### src/rtl/alu_result_hist_if.sv
// Bus between the ALU core / board controls and the result history display.
// The master side drives the capture and operator controls; the slave side
// returns the LED value and the history status.
interface alu_result_hist_if #(
   parameter int WIDTH = 4,
   parameter int DEPTH = 4
);
   localparam int IDX_W = $clog2(DEPTH);

   logic             En;
   logic [WIDTH:0]   FullIn;
   logic             sw;
   logic             Prev;
   logic             Next;
   logic             ClrOvf;
   logic [WIDTH-1:0] Out;
   logic             OvfSticky;
   logic [IDX_W-1:0] ViewIdx;
   logic [IDX_W:0]   Count;
   logic             Empty;

   modport master (
      output En, FullIn, sw, Prev, Next, ClrOvf,
      input  Out, OvfSticky, ViewIdx, Count, Empty
   );

   modport slave (
      input  En, FullIn, sw, Prev, Next, ClrOvf,
      output Out, OvfSticky, ViewIdx, Count, Empty
   );
endinterface

### src/rtl/alu_result_hist.sv
// Registered ALU result display stage with a circular history of
// {overflow, data} entries. The operator scrolls with Prev/Next edges, the LED
// output shows the data or overflow flag of the viewed entry one cycle later,
// and a sticky overflow flag is held until explicitly cleared.
module alu_result_hist #(
   parameter int WIDTH = 4,
   parameter int DEPTH = 4
) (
   input  logic            Clk,
   input  logic            Rst,
   alu_result_hist_if.slave bus
);
   localparam int IDX_W = $clog2(DEPTH);
   localparam int CNT_W = IDX_W + 1;

   // history storage and bookkeeping
   logic [WIDTH:0]   mem_r [DEPTH];
   logic [IDX_W-1:0] wrPtr_r;
   logic [CNT_W-1:0] count_r;
   logic [IDX_W-1:0] viewIdx_r;
   logic             ovfSticky_r;
   logic [WIDTH-1:0] out_r;
   logic             prevQ_r;
   logic             nextQ_r;

   // combinational next-state values
   logic             pe_s;
   logic             ne_s;
   logic [IDX_W-1:0] rdAddr_s;
   logic [WIDTH:0]   entry_s;
   logic [CNT_W-1:0] countNext_s;
   logic [IDX_W-1:0] viewNext_s;
   logic [WIDTH-1:0] outNext_s;
   logic             ovfNext_s;

   // LED value for one entry: data field, or the overflow flag spread over
   // every LED when the overflow view is selected
   function automatic logic [WIDTH-1:0] ledValue(input logic [WIDTH:0] entry,
                                                 input logic           ovfView);
      logic [WIDTH-1:0] led;
      if (ovfView) begin
         led = {WIDTH{entry[WIDTH]}};
      end else begin
         led = entry[WIDTH-1:0];
      end
      return led;
   endfunction

   assign pe_s     = bus.Prev & ~prevQ_r;
   assign ne_s     = bus.Next & ~nextQ_r;
   // newest entry sits just behind the write pointer; wrap is free at power-of-two depth
   assign rdAddr_s = wrPtr_r - IDX_W'(1) - viewIdx_r;
   assign entry_s  = mem_r[rdAddr_s];

   // next count, view position, LED value and sticky overflow
   always_comb begin
      countNext_s = count_r;
      viewNext_s  = viewIdx_r;
      outNext_s   = '0;
      ovfNext_s   = ovfSticky_r;

      if (bus.En && (count_r != CNT_W'(DEPTH))) begin
         countNext_s = count_r + CNT_W'(1);
      end else begin
         countNext_s = count_r;
      end

      // a capture snaps to the newest entry and swallows any scroll edge
      if (bus.En) begin
         viewNext_s = '0;
      end else if (count_r == CNT_W'(0)) begin
         viewNext_s = '0;
      end else begin
         case ({pe_s, ne_s})
            2'b10: begin
               if ({1'b0, viewIdx_r} < (count_r - CNT_W'(1))) begin
                  viewNext_s = viewIdx_r + IDX_W'(1);
               end else begin
                  viewNext_s = viewIdx_r;
               end
            end
            2'b01: begin
               if (viewIdx_r != IDX_W'(0)) begin
                  viewNext_s = viewIdx_r - IDX_W'(1);
               end else begin
                  viewNext_s = viewIdx_r;
               end
            end
            default: viewNext_s = viewIdx_r;
         endcase
      end

      if (count_r == CNT_W'(0)) begin
         outNext_s = '0;
      end else begin
         outNext_s = ledValue(entry_s, bus.sw);
      end

      // setting wins over clearing when both happen together
      if (bus.En && bus.FullIn[WIDTH]) begin
         ovfNext_s = 1'b1;
      end else if (bus.ClrOvf) begin
         ovfNext_s = 1'b0;
      end else begin
         ovfNext_s = ovfSticky_r;
      end
   end

   // history write port; reset wipes every entry
   always_ff @(posedge Clk) begin
      if (!Rst) begin
         for (int i = 0; i < DEPTH; i++) begin
            mem_r[i] <= '0;
         end
      end else if (bus.En) begin
         mem_r[wrPtr_r] <= bus.FullIn;
      end
   end

   // control state, edge-detect history and registered LED output
   always_ff @(posedge Clk) begin
      if (!Rst) begin
         wrPtr_r     <= '0;
         count_r     <= '0;
         viewIdx_r   <= '0;
         ovfSticky_r <= 1'b0;
         out_r       <= '0;
         prevQ_r     <= 1'b0;
         nextQ_r     <= 1'b0;
      end else begin
         if (bus.En) begin
            wrPtr_r <= wrPtr_r + IDX_W'(1);
         end
         count_r     <= countNext_s;
         viewIdx_r   <= viewNext_s;
         ovfSticky_r <= ovfNext_s;
         out_r       <= outNext_s;
         prevQ_r     <= bus.Prev;
         nextQ_r     <= bus.Next;
      end
   end

   assign bus.Out       = out_r;
   assign bus.OvfSticky = ovfSticky_r;
   assign bus.ViewIdx   = viewIdx_r;
   assign bus.Count     = count_r;
   assign bus.Empty     = (count_r == CNT_W'(0));
endmodule

### src/flat_wrapper.sv
// flat-port wrapper written by rule: the top's interface ports become plain ports
module alu_result_hist_flat 
#(
   parameter int WIDTH = 4,
   parameter int DEPTH = 4
)
  (Clk, Rst, bus_En, bus_FullIn, bus_sw, bus_Prev, bus_Next, bus_ClrOvf, bus_Out, bus_OvfSticky, bus_ViewIdx, bus_Count, bus_Empty);
  alu_result_hist_if #(.WIDTH(WIDTH), .DEPTH(DEPTH)) bus_i ();
  input  logic Clk;
  input  logic Rst;
  input wire logic [$bits(bus_i.En)-1:0] bus_En;
  input wire logic [$bits(bus_i.FullIn)-1:0] bus_FullIn;
  input wire logic [$bits(bus_i.sw)-1:0] bus_sw;
  input wire logic [$bits(bus_i.Prev)-1:0] bus_Prev;
  input wire logic [$bits(bus_i.Next)-1:0] bus_Next;
  input wire logic [$bits(bus_i.ClrOvf)-1:0] bus_ClrOvf;
  output wire logic [$bits(bus_i.Out)-1:0] bus_Out;
  output wire logic [$bits(bus_i.OvfSticky)-1:0] bus_OvfSticky;
  output wire logic [$bits(bus_i.ViewIdx)-1:0] bus_ViewIdx;
  output wire logic [$bits(bus_i.Count)-1:0] bus_Count;
  output wire logic [$bits(bus_i.Empty)-1:0] bus_Empty;
  assign bus_i.En = bus_En;
  assign bus_i.FullIn = bus_FullIn;
  assign bus_i.sw = bus_sw;
  assign bus_i.Prev = bus_Prev;
  assign bus_i.Next = bus_Next;
  assign bus_i.ClrOvf = bus_ClrOvf;
  assign bus_Out = bus_i.Out;
  assign bus_OvfSticky = bus_i.OvfSticky;
  assign bus_ViewIdx = bus_i.ViewIdx;
  assign bus_Count = bus_i.Count;
  assign bus_Empty = bus_i.Empty;
  alu_result_hist #(.WIDTH(WIDTH), .DEPTH(DEPTH)) u_core (.Clk(Clk), .Rst(Rst), .bus(bus_i));
endmodule
### config.mk
export PLATFORM = sky130hd
export DESIGN_NAME = alu_result_hist_flat
export DESIGN_NICKNAME = d
export VERILOG_FILES = /design/src/rtl/alu_result_hist_if.sv /design/src/rtl/alu_result_hist.sv /design/src/flat_wrapper.sv
export SDC_FILE = /design/constraint.sdc
export NUM_CORES = 1
export LEC_CHECK = 0
export ABC_AREA = 0
export BUFFER_PORTS_ARGS = -buffer_cell sky130_fd_sc_hd__buf_2
export CAP_MARGIN = 20
export CORE_ASPECT_RATIO = 1.2
export CORE_UTILIZATION = 44
export CTS_BUF_LIST = sky130_fd_sc_hd__clkbuf_2 sky130_fd_sc_hd__clkbuf_4 sky130_fd_sc_hd__clkbuf_8
export DETAILED_ROUTE_END_ITERATION = 7
export SYNTH_ARGS = -nofsm -noshare
export SYNTH_HDL_FRONTEND = slang
export SYNTH_SLANG_ARGS = --single-unit
### constraint.sdc
create_clock -name Clk -period 3.3 [get_ports Clk]
set_input_delay 0.66 -clock Clk [delete_from_list [all_inputs] [get_ports Clk]]
set_output_delay 0.66 -clock Clk [all_outputs]
set_load 0.02 [all_outputs]
==> flow_summary_export.csv <==
group,metric,value,unit
run_status,outcome,"complete, but fails checks",
run_status,violations,"design-rule violations",
sta,rsz0062_at_grt,"no",
sta,min_period,2.12,ns
placement,io_buffers,22,
setup_path,critical_path_class,"reg -> reg",
finish,most-common-layout-cells,"buf_2, edfxtp_1, nor2_1",
synthesis,ys_types,30,
finish,fin_util,52.2,%
sta,max_freq,0.472,GHz
clock_tree,cts_root_buf,"clkbuf_8",
power_and_ir_drop,peakVddDrop,0.202,mV
synthesis,ys_ff_latch,34,
setup_path,required,3.51,ns
clock_tree,worstSkewPairLatency,0.28,ns
route,vias,1077,
setup_path,startpoint_type,"flop",
die,die_area,4000,um2
finish,final_layout_size_suffix_gt1_share,23.2,%
clock_tree,cts.htree.levels,2,
route,firstDrtPassIters,6,
finish,area_growth,13.9,%
route,drt-total-wl,3080,um
clock_tree,cts_tree,"built",
synthesis,syn_nets,158,
die,fp-row-count,24,
clock_tree,post-cts-setup-buffers,0,
route,drtIter0Drc,11,
finish,nets,182,
synthesis,netlist_area,1650,um2
sta,slew_headroom,52.3,%
sta,setup_tns,0,ns
route,drtAntennaViolNets,0,
clock_tree,numCtsBuffers,5,
die,core_region_area,3600,um2
setup_path,crit_fanout,5,
grt,track_usage,17.7,%
setup_path,critPathCaptureType,"flop",
route,post-route-drc-count,2,
synthesis,syn_area_per_cell,11.9,um2
power_and_ir_drop,p_leak,0.000826,uW
synthesis,ys_seq_area_share,53.4,%
synthesis,synthCells,139,
setup_path,worstPathArrival,2.33,ns
clock_tree,cts_resized,0,
synthesis,yosys_warnings,0,
sta,finalCritPeriodShare,64.2,%
die,fp.dieW,57.9,um
finish,mostFrequentLayoutCell,"buf_2",
grt,first_global_vias,1116,
sta,hold_viol,0,
placement,gp_congestion,0.721,
sta,setup_viol,0,
clock_tree,cts_buffer_depth,2,
clock_tree,cts_sinks,34,
clock_tree,holdBufCountCts,0,
die,initial_utilization,45.8,%
die,die_height,69.1,um
sta,finClkSkew,0.00643,ns
grt,antenna_found_initial,0,
sta,whs,0.501,ns
grt,grt_max_degree,15,
route,vias_per_cell,5.31,
sta,slew_violations,0,
sta,worst_pin_slew,0.705,ns
placement,dp_hpwl,2420,um
power_and_ir_drop,pwr_density_cell,513,nW/um2
grt,grt_first_pass_wirelength,5200,um
route,wl_per_cell,15.1,um
finish,diodes,0,
clock_tree,path_clk_slew,0.06,ns
worst_hold_path,hold_class,"reg -> reg",
job,maxCapViolations,0,
grt,grt_overflow_total,0,
die,ioPinCount,23,
[synthesized netlist by cell type (all sizes together)]
master | count | area [um2]
edfxtp | 20 | 601
nor2 | 19 | 71.3
dfxtp | 14 | 280
inv | 11 | 41.3
mux4 | 8 | 180
and2 | 7 | 43.8
ha | 7 | 87.6
nand2b | 6 | 37.5
nand3 | 6 | 30.0
mux2i | 5 | 50.1
nand2 | 5 | 18.8
xnor2 | 5 | 43.8
buf | 3 | 12.5
o21ai | 3 | 15.0
a21boi | 2 | 15.0
a21oi | 2 | 10.0
clkbuf | 2 | 7.51
nor2b | 2 | 12.5
nor3 | 2 | 10.0
xor2 | 2 | 17.5
and4b | 1 | 10.0
nand3b | 1 | 7.51
nor3b | 1 | 7.51
nor4 | 1 | 6.26
nor4b | 1 | 8.76
o211a | 1 | 10.0
o21a | 1 | 7.51
or4 | 1 | 7.51
[registers in the layout, summed over array words and instances (netlist names)]
name,cells
u_core.bus.Count,3
u_core.prevQ_r,1
u_core.mem_r,20
u_core.bus.OvfSticky,1
u_core.bus.ViewIdx,2
u_core.nextQ_r,1
u_core.wrPtr_r,2
u_core.bus.Out,4
[metal layers]
metal	share of wire (%)	global-route usage (%)	up-vias
met3	3.3	4.13	10
met5	0	0	-
li1	-	-	533
met2	55	31.8	24
met1	39	18.5	510
met4	3.0	8.99	0
[worst max-delay path: stages, from the launching register on]
cell     delay [ns]
dfxtp_1        0.42
inv_1          0.10
ha_1           0.33
ha_1           0.28
o21a_1         0.11
o211a_1        0.23
nor4_1         0.35
mux2i_1        0.23
[where the power goes]
part	leakage [uW]	switching, uW	internal (uW)
combinational	0.000453	85.2	74.5
sequential	0.000323	17.6	479
clock	0.0000498	135	174
total	0.000826	238	727
[final cells by class]
class / instances / area (um2)
multi-input cells: 89 / 708
inverters: 11 / 41.3
fillers: 317 / 1720
repair buffers: 22 / 110
well taps: 39 / 48.8
flip-flops and latches: 34 / 881
clock buffers: 8 / 91.3
[logic make-up (layout without fill, tap and decap cells)]
| logic type | Yosys count | after routing | share of synthesized area [%] |
|---|---|---|---|
| buf+inv | 16 | 41 | 3.72 |
| simple gates | 53 | 53 | 16.5 |
| mux | 13 | 13 | 13.9 |
| flops | 34 | 34 | 53.4 |
| fa+ha+maj | 7 | 7 | 5.31 |
| compound gates | 9 | 9 | 3.49 |
| xor+xnor | 7 | 7 | 3.72 |
[path summary, 6_finish.rpt]
path                              from                     to  slack, ns  cells after the start
hold / removal    u_core.bus.OvfSticky   u_core.bus.OvfSticky       0.50                      2
setup / recovery   u_core.bus.Count[0]  u_core.bus.ViewIdx[1]       1.18                      7
hold reg to reg   u_core.bus.OvfSticky   u_core.bus.OvfSticky       0.50                      2
setup reg to reg   u_core.bus.Count[0]  u_core.bus.ViewIdx[1]       1.18                      7
[metrics by stage]
stage	total power (uW)	setup slack, ns	instance area, um2	instances
finish	965	1.18	1880	203
global route	1010	1.07	1880	203
CTS	973	1.17	1880	203
detailed placement	667	0.967	1790	195
global placement	658	1.08	1790	195
floorplan	621	1.25	1650	139
Note: power is estimated with default switching activity, not from simulation.
